$ cat config.mk
export PLATFORM = sky130hd
export DESIGN_NAME = fast_scan_controller
export DESIGN_NICKNAME = d
export VERILOG_FILES = /design/src/rtl/fast_pkg.sv /design/src/rtl/scan_coord_gen.sv /design/src/rtl/fast_scan_controller.sv
export SDC_FILE = /design/constraint.sdc
export NUM_CORES = 1
export LEC_CHECK = 0
export CORE_MARGIN = 5
export CORE_UTILIZATION = 30
export DETAILED_ROUTE_END_ITERATION = 8
export GPL_TIMING_DRIVEN = 0
export PLACE_DENSITY = 0.61
export SYNTH_ARGS = -nofsm -noshare
export SYNTH_HDL_FRONTEND = slang
export SYNTH_HIERARCHICAL = 1
export SYNTH_SLANG_ARGS = --single-unit
export TNS_END_PERCENT = 5
$ cat constraint.sdc
create_clock -name clk -period 3.1 [get_ports clk]
set_input_delay 0.93 -clock clk [delete_from_list [all_inputs] [get_ports clk]]
set_output_delay 0.93 -clock clk [all_outputs]
set_load 0.01 [all_outputs]
$ cat src/rtl/fast_pkg.sv
// Shared widths, scan FSM state encoding and sizing helper for the FAST scan front end.
package fast_pkg;

  localparam int unsigned COORD_W        = 9;
  localparam int unsigned COUNT_W        = 18;
  localparam int unsigned BORDER_DEFAULT = 3;

  typedef enum logic [2:0] {
    ST_IDLE,
    ST_LAUNCH,
    ST_WAIT_LOAD,
    ST_EMIT,
    ST_ADVANCE,
    ST_FINISH
  } scan_state_t;

  // Width of a counter that must reach the value 'limit' without overflowing.
  function automatic int unsigned count_width(input int unsigned limit);
    return (limit < 2) ? 1 : $clog2(limit + 1);
  endfunction

endpackage

$ cat src/rtl/scan_coord_gen.sv
// Centre-pixel coordinate register for the raster walk; reports row end and frame end.
module scan_coord_gen
  import fast_pkg::*;
#(
  parameter int unsigned IMG_W  = 320,
  parameter int unsigned IMG_H  = 240,
  parameter int unsigned BORDER = BORDER_DEFAULT
) (
  input  logic               clk,
  input  logic               n_rst,
  input  logic               init,
  input  logic               step,
  output logic [COORD_W-1:0] curr_x,
  output logic [COORD_W-1:0] curr_y,
  output logic               last_x,
  output logic               last_frame
);

  localparam logic [COORD_W-1:0] FIRST  = COORD_W'(BORDER);
  localparam logic [COORD_W-1:0] X_LAST = COORD_W'(IMG_W - 1 - BORDER);
  localparam logic [COORD_W-1:0] Y_LAST = COORD_W'(IMG_H - 1 - BORDER);

  logic [COORD_W-1:0] x_q, x_d;
  logic [COORD_W-1:0] y_q, y_d;

  // Row-major advance; wrap to the first column happens only at the row end compare.
  always_comb begin
    x_d = x_q;
    y_d = y_q;
    if (init) begin
      x_d = FIRST;
      y_d = FIRST;
    end else if (step) begin
      if (last_x) begin
        x_d = FIRST;
        y_d = y_q + COORD_W'(1);
      end else begin
        x_d = x_q + COORD_W'(1);
      end
    end
  end

  always_ff @(posedge clk or negedge n_rst) begin
    if (!n_rst) begin
      x_q <= '0;
      y_q <= '0;
    end else begin
      x_q <= x_d;
      y_q <= y_d;
    end
  end

  assign last_x     = (x_q == X_LAST);
  assign last_frame = last_x && (y_q == Y_LAST);
  assign curr_x     = x_q;
  assign curr_y     = y_q;

endmodule

$ cat src/rtl/fast_scan_controller.sv
// Raster-scan sequencer: launches buffer_loader per centre pixel, then offers the window downstream.
module fast_scan_controller
  import fast_pkg::*;
#(
  parameter int unsigned IMG_W   = 320,
  parameter int unsigned IMG_H   = 240,
  parameter int unsigned BORDER  = BORDER_DEFAULT,
  parameter int unsigned TIMEOUT = 64
) (
  input  logic               clk,
  input  logic               n_rst,
  input  logic               frame_start,
  input  logic               abort,
  output logic               loader_start,
  input  logic               loader_done,
  output logic [COORD_W-1:0] curr_x,
  output logic [COORD_W-1:0] curr_y,
  output logic               win_valid,
  input  logic               win_ready,
  output logic [COORD_W-1:0] win_x,
  output logic [COORD_W-1:0] win_y,
  output logic               busy,
  output logic               frame_done,
  output logic               timeout_err,
  output logic [COUNT_W-1:0] win_count
);

  localparam int unsigned TIMER_W = count_width(TIMEOUT);

  scan_state_t        state_q, state_d;
  logic [TIMER_W-1:0] timer_q, timer_d;
  logic [COUNT_W-1:0] win_count_q, win_count_d;
  logic               timeout_err_q, timeout_err_d;
  logic               loader_start_q, loader_start_d;
  logic               win_valid_q, win_valid_d;
  logic               busy_q, busy_d;
  logic               frame_done_q, frame_done_d;
  logic               coord_init;
  logic               coord_step;
  logic               last_x;
  logic               last_frame;

  scan_coord_gen #(
    .IMG_W  (IMG_W),
    .IMG_H  (IMG_H),
    .BORDER (BORDER)
  ) u_coord (
    .clk        (clk),
    .n_rst      (n_rst),
    .init       (coord_init),
    .step       (coord_step),
    .curr_x     (curr_x),
    .curr_y     (curr_y),
    .last_x     (last_x),
    .last_frame (last_frame)
  );

  // Next state; abort outranks every other transition once a frame is running.
  always_comb begin
    state_d       = state_q;
    timer_d       = timer_q;
    win_count_d   = win_count_q;
    timeout_err_d = timeout_err_q;
    coord_init    = 1'b0;
    coord_step    = 1'b0;
    if (abort && (state_q != ST_IDLE)) begin
      state_d = ST_IDLE;
    end else begin
      unique case (state_q)
        ST_IDLE: begin
          if (frame_start) begin
            coord_init    = 1'b1;
            win_count_d   = '0;
            timeout_err_d = 1'b0;
            state_d       = ST_LAUNCH;
          end
        end
        ST_LAUNCH: begin
          timer_d = '0;
          state_d = ST_WAIT_LOAD;
        end
        ST_WAIT_LOAD: begin
          if (loader_done) begin
            state_d = ST_EMIT;
          end else begin
            timer_d = timer_q + TIMER_W'(1);
            if (timer_d == TIMER_W'(TIMEOUT - 1)) begin
              timeout_err_d = 1'b1;
              state_d       = ST_FINISH;
            end
          end
        end
        ST_EMIT: begin
          if (win_ready) begin
            win_count_d = win_count_q + COUNT_W'(1);
            state_d     = ST_ADVANCE;
          end
        end
        ST_ADVANCE: begin
          if (last_frame) begin
            state_d = ST_FINISH;
          end else begin
            coord_step = 1'b1;
            state_d    = ST_LAUNCH;
          end
        end
        ST_FINISH: state_d = ST_IDLE;
        default:   state_d = ST_IDLE;
      endcase
    end
  end

  // Outputs are registered copies of the decoded next state.
  always_comb begin
    loader_start_d = (state_d == ST_LAUNCH);
    win_valid_d    = (state_d == ST_EMIT);
    busy_d         = (state_d != ST_IDLE);
    frame_done_d   = (state_d == ST_FINISH);
  end

  always_ff @(posedge clk or negedge n_rst) begin
    if (!n_rst) begin
      state_q        <= ST_IDLE;
      timer_q        <= '0;
      win_count_q    <= '0;
      timeout_err_q  <= 1'b0;
      loader_start_q <= 1'b0;
      win_valid_q    <= 1'b0;
      busy_q         <= 1'b0;
      frame_done_q   <= 1'b0;
    end else begin
      state_q        <= state_d;
      timer_q        <= timer_d;
      win_count_q    <= win_count_d;
      timeout_err_q  <= timeout_err_d;
      loader_start_q <= loader_start_d;
      win_valid_q    <= win_valid_d;
      busy_q         <= busy_d;
      frame_done_q   <= frame_done_d;
    end
  end

  assign loader_start = loader_start_q;
  assign win_valid    = win_valid_q;
  assign busy         = busy_q;
  assign frame_done   = frame_done_q;
  assign timeout_err  = timeout_err_q;
  assign win_count    = win_count_q;
  assign win_x        = curr_x;
  assign win_y        = curr_y;

endmodule

======== Word-level counts from Yosys, hierarchy flattened ========
Index checks and enable logic that the tools add are counted.
storage, ports and cells
  register bits after elaboration ......... 51
  input bits .............................. 6
  output and inout bits ................... 59
  word-level logic and storage cells ...... 71
operators by class
  $add $sub $neg .......................... 4
  equal/unequal tests ..................... 14
  multiplexer cells ....................... 28
  bitwise gates (word level) .............. 1
  reductions and logical operators ........ 14
operators by type and width
  cell                                                                   number
  9-bit two-way mux                                                      6
  18-bit two-way mux                                                     2
  18-bit one-hot mux with 2 select lines                                 1
  18-bit by 1-bit adder with 18-bit output, second input constant        1
  9-bit by 1-bit adder with 9-bit output, second input constant          2
  3-bit two-way mux                                                      6
  3-bit one-hot mux with 5 select lines                                  1
  7-bit one-hot mux with 2 select lines                                  1
  2-bit nonzero test                                                     5
  3-bit by 2-bit equality test with 1-bit output, second input constant  3
  9-bit by 8-bit equality test with 1-bit output, second input constant  1
  9-bit equality test, second input constant                             1
  1-bit two-way mux                                                      9
  2-bit != test, second input constant                                   4
  7-bit by 1-bit adder with 7-bit output, second input constant          1
  7-bit by 6-bit equality test with 1-bit output, second input constant  1
  7-bit two-way mux                                                      1
  3-bit by 1-bit equality test with 1-bit output, second input constant  2
  3-bit equality test, second input constant                             2
  3-bit nonzero test                                                     2
  5-bit AND reduction                                                    1
  4-bit AND reduction                                                    1
  3-bit zero test                                                        1
  3-bit AND reduction                                                    1
  other kinds (4)                                                        5

======== Logic depth before layout (Yosys ltp) ========
Gate-level depths: netlist of run 1.
  depth in word-level cells ............... 7
  depth in mapped cells ................... 11
  depth with buffers taken out ............ 10

======== Modules after synthesis ========
Netlist of run 1, hierarchy kept.
by module, submodules not included
  module                instances  cells an instance  area each (um^2)  seq. area each (um^2)
  fast_scan_controller  1          211                1921.8            825.8
  scan_coord_gen        1          119                1078.5            450.4

======== Worst setup path before layout of run 1 ========
Ideal clock, no wire load.
  path type ............................... input to register
  start point ............................. input frame_start
  end point ............................... register u_coord.x_q[7], in the netlist u_coord/curr_x[7]
  library setup time ...................... 78 ps
  data arrival time ....................... 2943 ps
  path slack .............................. 78 ps
  stages on the path ...................... 8
  cells stage by stage .................... or3b_4 -> or2_2 -> clkinv_1 -> buf_1 -> clkbuf_1 -> o2111ai_1 -> or3_1 -> a21oi_1
between the ends
  cells in the longest elaborated chain, start to end .. 4
  elaborated cells between the ends (all ways) .. 5
ends and longest elaborated chain
  what                                                            RTL line                    RTL
  start: declaration                                              fast_scan_controller.sv:12  input logic frame_start,
  1-bit two-way mux *                                             fast_scan_controller.sv:71  if (frame_start) begin
  1-bit two-way mux *                                             fast_scan_controller.sv:69  unique case (state_q)
  1-bit two-way mux *                                             fast_scan_controller.sv:66  if (abort && (state_q != ST_IDLE)) begin
  net coord_init                                                  fast_scan_controller.sv:38  logic coord_init;
  9-bit two-way mux / 2-bit nonzero test (equally long branches)  n/a
  end signal: assignment                                          scan_coord_gen.sv:45        x_q <= '0;
  end signal: assignment                                          scan_coord_gen.sv:48        x_q <= x_d;
  end: declaration                                                scan_coord_gen.sv:23        logic [COORD_W-1:0] x_q, x_d;
Mark *: on every way through the listed nets, which the timed path passes. The rest lies on a longest branch.
A chain may end at the register's enable or synchronous reset.

======== Worst setup path in the final report of run 1 ========
  start point ............................. input abort
  end point ............................... register u_coord.y_q[6], in the netlist u_coord/curr_y[6]
between the ends
  cells in the longest elaborated chain, start to end .. 4
  elaborated cells between the ends (all ways) .. 7
ends and longest elaborated chain
  what                           RTL line                    RTL
  start: declaration             fast_scan_controller.sv:13  input logic abort,
  1-bit logical AND              fast_scan_controller.sv:66
  1-bit two-way mux              fast_scan_controller.sv:66
  net coord_step                 fast_scan_controller.sv:39  logic coord_step;
  2-bit nonzero test (no line)   n/a
  2-bit AND reduction (no line)  n/a
  end signal: assignment         scan_coord_gen.sv:49        y_q <= y_d;
  end: declaration               scan_coord_gen.sv:24        logic [COORD_W-1:0] y_q, y_d;
The timed path passes the listed nets, and every way through them passes these cells.

==> results of run 1 <==
==> worst paths after layout <==
kind	start	to	slack [ns]
setup / recovery	abort	u_coord/curr_y[6]	0.07
hold / removal	win_count[0]	win_count[0]	0.55
setup reg to reg	state_q[2]	u_coord/curr_y[6]	0.22
hold reg to reg	win_count[0]	win_count[0]	0.55
max in group asynchronous	n_rst	timer_q[1]	1.95
min in group asynchronous	n_rst	u_coord/curr_y[6]	0.60
==> where the power goes <==
group          switching (mW)  internal [mW]
logic                   0.308          0.253
clock network           0.228          0.204
registers              0.0849          0.727
total                   0.621           1.18
==> metal layers <==
| layer | share of wire (%) | track usage, % |
|---|---|---|
| met5 | 0 | 0 |
| met4 | 1.7 | 3.47 |
| met3 | 5.9 | 2.41 |
| met2 | 46 | 18.9 |
| met1 | 46 | 16.2 |
==> cell type report <==
cell class	count	area, µm²
fillers	988	5840
multi-input cells	233	1500
flip-flops and latches	51	1280
repair buffers	65	656
plain buffers	27	180
well taps	133	166
clock buffers	7	96.3
inverters	16	61.3
clock inverters	1	7.51
==> flip-flops by register name, indices dropped and copies added (netlist names) <==
register,flops
state_q,3
loader_start,1
timer_q,7
frame_done,1
win_count,18
u_coord/curr_x,9
busy,1
timeout_err,1
u_coord/curr_y,9
win_valid,1
==> through the flow <==
| step | setup TNS [ns] | total power, mW |
|---|---|---|
| after global placement | -37.96 | 1.38 |
| after CTS | 0 | 1.83 |
| after detailed placement | -10.76 | 1.39 |
| after global routing | -0.0300 | 1.93 |
| final | 0 | 1.80 |
| after floorplan | 0 | 1.15 |
==> flow_metrics.py, run 1 <==
metrics = {
    "setup_path": {
        "cp.depth": 8,
        "cp-end-kind": "register",
        "start_kind": "input port",
        "critical_path.cell_chain": "clkdlybuf4s50_1, buf_2, nor3_1, buf_4, nand4_4, or4_4, or3_1, a21oi_1",
        "reg2reg_depth": 9,
        "crit_family": "simple AND/OR/NAND/NOR gates",
        "crit_required_ns": 3.33,
        "cp_num_buf_inv": 3,
        "crit_path_max_incr_delay_ns": 0.54,
        "critPathSlowestCell": "or4_4",
        "cp.arrival_ns": 3.26,
        "worst-setup-path-type": "input port to register",
        "cp_max_fo": 10,
    },
    "clock_network": {
        "holdBufCountCts": 0,
        "cts_resized": 1,
        "cts_root_buf": "clkbuf_8",
        "h-tree-depth": 2,
        "post_cts_buffers": 0,
        "path_clk_slew_ns": 0.10,
        "clock_sinks": 51,
        "tritoncts": "done",
        "clock_tree.buffer_depth": 2,
        "cts_buffers": 5,
        "insertion_delay_ns": 0.31,
    },
    "pwr": {
        "ir_worst_vdd_mv": 0.206,
        "powerDensity_mw_per_mm2": 458,
        "p_leak_nw": 1.61,
    },
    "timing": {
        "slew_viol_final": 0,
        "tightest_slew_ns": 0.614,
        "max-slew-margin-rel_pct": 59.0,
        "setup_slack_ns": 0.0712,
        "finClkSkew_ns": 0.0118,
        "fin_hold_ws_ns": 0.549,
        "fmaxAchievable_ghz": 0.330,
        "finalHoldViolCount": 0,
        "timing.final.crit_share_pct": 97.7,
        "period_minus_slack_ns": 3.03,
        "setup_viol": 0,
    },
    "min_path": {
        "hp-class": "register to register",
        "min_path_cells": 1,
    },
    "final_layout": {
        "n_antenna_cell": 0,
        "final_common_cell": "clkdlybuf4s50_1",
        "layout-area-overhead-vs-synth_pct": 31.4,
        "final_util_pct": 40.3,
        "final_cell_mix": "63 x clkdlybuf4s50_1, 51 x dfrtp_1, 30 x nand2_1",
        "fin_area_mm2": 0.00394,
        "fin_cells": 533,
        "drive_gt1_share_pct": 12.5,
        "nets": 412,
    },
    "drt": {
        "viasPerCell": 4.84,
        "vias": 2582,
        "wl_per_cell_um": 13.3,
        "firstDrtPassIters": 4,
        "drt_iter0_drc": 95,
        "routed_wl_mm": 7.07,
        "drt.antenna.violating_nets": 0,
        "route.detailed.drc": 0,
    },
    "yosys": {
        "syn-instance-count": 329,
        "synth_nets": 342,
        "ys.warnings.count": 6,
        "syn-cell-area_mm2": 0.00300,
        "syn_avg_cell_area_um2": 9.11,
    },
    "grt": {
        "antenna_found_initial": 0,
        "grt_start_max_net_pins": 30,
        "grt_pass1_wl_mm": 11.4,
        "overflow": 0,
        "track_usage_pct": 11.9,
        "grt_pass1_vias": 2267,
    },
    "placed_design": {
        "gp_congestion": 0.815,
        "dp.cells": 527,
        "dpl.hpwl_mm": 5.27,
        "post_dp_cell_area_mm2": 0.00382,
        "io_buffers": 64,
        "post-place-ws_ns": -0.888,
    },
    "die": {
        "io-pin-count": 65,
        "die-width_um": 110,
        "num_rows": 36,
        "die_h_um": 110,
        "start_util_pct": 30.7,
        "die-area_mm2": 0.0121,
        "core_mm2": 0.00977,
    },
    "status": {
        "status": "finished, final reports clean",
    },
    "run": {
        "drv_cap": 0,
    },
}
No activity file was read; power rests on OpenSTA's default activity.
==> inputs of run 2 (changes only) <==
Settings changed: CORE_UTILIZATION 30 to 45, PLACE_DENSITY 0.61 to 0.81.
==> run 2 against run 1 <==
Effect of this change:
- utilization grew 20 points
- combinational power is essentially flat
- global-route usage grew 5.0 points
- clock-buffer cell count is the same
- maximum frequency shrank 0.52%
- sequential share of layout area grew 0.65 points
- critical endpoint unchanged
- largest power group unchanged
==> flow_metrics.py, run 2 (synthesized netlist as in run 1, its figures left out) <==
metrics = {
    "setup_path": {
        "cp_num_buf_inv": 3,
        "critPathSlowestCell": "or4_4",
        "start_kind": "input port",
        "rrSetupSlack_ns": 0.17,
        "critical_path.cell_chain": "clkdlybuf4s50_1, clkbuf_1, nor3_1, clkbuf_4, nand4_4, or4_4, or3_1, a21oi_1",
        "reg2reg_depth": 11,
        "cp.arrival_ns": 3.27,
        "cp.depth": 8,
        "crit-reg2reg-launch": "u_coord/curr_x[0]",
        "crit_family": "simple AND/OR/NAND/NOR gates",
        "cp_max_fo": 10,
        "crit_required_ns": 3.32,
        "r2r_end": "u_coord/curr_x[5]",
        "crit_start": "abort",
        "worst-setup-path-type": "input port to register",
        "crit_path_max_incr_delay_ns": 0.54,
        "endpoint": "u_coord/curr_y[6]",
        "cp-end-kind": "register",
    },
    "pwr": {
        "p_leak_nw": 1.61,
        "power_mw": 1.79,
        "powerDensity_mw_per_mm2": 465,
        "ir_worst_vdd_mv": 0.317,
    },
    "final_layout": {
        "final_common_cell": "clkdlybuf4s50_1",
        "drive_gt1_share_pct": 12.0,
        "layout-area-overhead-vs-synth_pct": 28.9,
        "largest_reg_flops": 18,
        "fin_area_mm2": 0.00386,
        "final_util_pct": 60.1,
        "final_cell_mix": "63 x clkdlybuf4s50_1, 51 x dfrtp_1, 30 x nand2_1",
        "n_antenna_cell": 0,
        "nets": 412,
        "fin_cells": 477,
    },
    "timing": {
        "slew_viol_final": 0,
        "fmaxAchievable_ghz": 0.328,
        "rsz0062_at_grt": "yes",
        "fin_hold_ws_ns": 0.496,
        "finalSetupTns_ns": 0,
        "period_minus_slack_ns": 3.04,
        "timing.final.crit_share_pct": 98.2,
        "setup_viol": 0,
        "finalHoldViolCount": 0,
        "finClkSkew_ns": 0.00976,
        "tightest_slew_ns": 0.671,
        "max-slew-margin-rel_pct": 55.2,
        "setup_slack_ns": 0.0553,
    },
    "placed_design": {
        "post-place-ws_ns": -0.816,
        "io_buffers": 64,
        "gp_congestion": 0.877,
        "dpl.hpwl_mm": 5.10,
        "post_dp_cell_area_mm2": 0.00375,
        "dp.cells": 471,
    },
    "clock_network": {
        "clock_tree.buffer_depth": 2,
        "cts_root_buf": "clkbuf_8",
        "clock_sinks": 51,
        "cts_buffers": 5,
        "post_cts_buffers": 0,
        "path_clk_slew_ns": 0.10,
        "tritoncts": "done",
        "insertion_delay_ns": 0.31,
        "holdBufCountCts": 0,
        "h-tree-depth": 2,
    },
    "die": {
        "num_rows": 29,
        "die_h_um": 91.6,
        "core_mm2": 0.00642,
        "die-width_um": 91.6,
        "io-pin-count": 65,
        "start_util_pct": 46.7,
        "die-area_mm2": 0.00839,
    },
    "grt": {
        "overflow": 0,
        "grt_pass1_vias": 2461,
        "grt_pass1_wl_mm": 11.8,
        "grt_start_max_net_pins": 41,
        "antenna_found_initial": 0,
        "track_usage_pct": 16.9,
    },
    "drt": {
        "vias": 2598,
        "wl_per_cell_um": 14.3,
        "drt.antenna.violating_nets": 0,
        "route.detailed.drc": 0,
        "routed_wl_mm": 6.82,
        "viasPerCell": 5.45,
        "drt_iter0_drc": 166,
        "firstDrtPassIters": 4,
    },
    "min_path": {
        "hp-class": "input port to asynchronous set/reset pin",
    },
    "status": {
        "status": "finished, final reports clean",
    },
    "run": {
        "drv_cap": 0,
    },
}
run 2: worst min-delay path by stage:
stage                            from                 to  slack, ns  depth (start not counted)
after floorplan           timeout_err        timeout_err       0.52                          1
after global placement    timeout_err        timeout_err       0.48                          1
after detailed placement  timeout_err        timeout_err       0.48                          1
after CTS                       n_rst  u_coord/curr_y[3]       0.50                          1
after global routing            n_rst  u_coord/curr_y[5]       0.52                          1
final                           n_rst  u_coord/curr_x[6]       0.50                          1
run 2: report_power, final:
part	switching [mW]	internal, mW	leakage, nW
clock network	0.221	0.203	0.0505
registers	0.0801	0.727	0.678
logic	0.310	0.253	0.882
run 2: final cells by class:
type | instances | area [µm²]
fill | 545 | 2560
sequential | 51 | 1280
clock buffer | 7 | 96.3
clock inverter | 1 | 7.51
tap | 77 | 96.3
timing repair buffer | 65 | 656
inverter | 16 | 61.3
buffer | 27 | 179
multi-input combinational | 233 | 1490
run 2: metal layers:
layer	part of all wire [%]	global-route usage, %	vias up
li1	-	-	1293
met5	0	0	-
met4	0.79	3.77	0
met3	5.2	3.47	6
met1	45	22.9	1234
met2	49	27.9	65
run 2: what timing repair did:
item,in CTS,in global routing
setup endpoints to repair,13,5
pin swaps,0,0
gates resized for setup,1,3
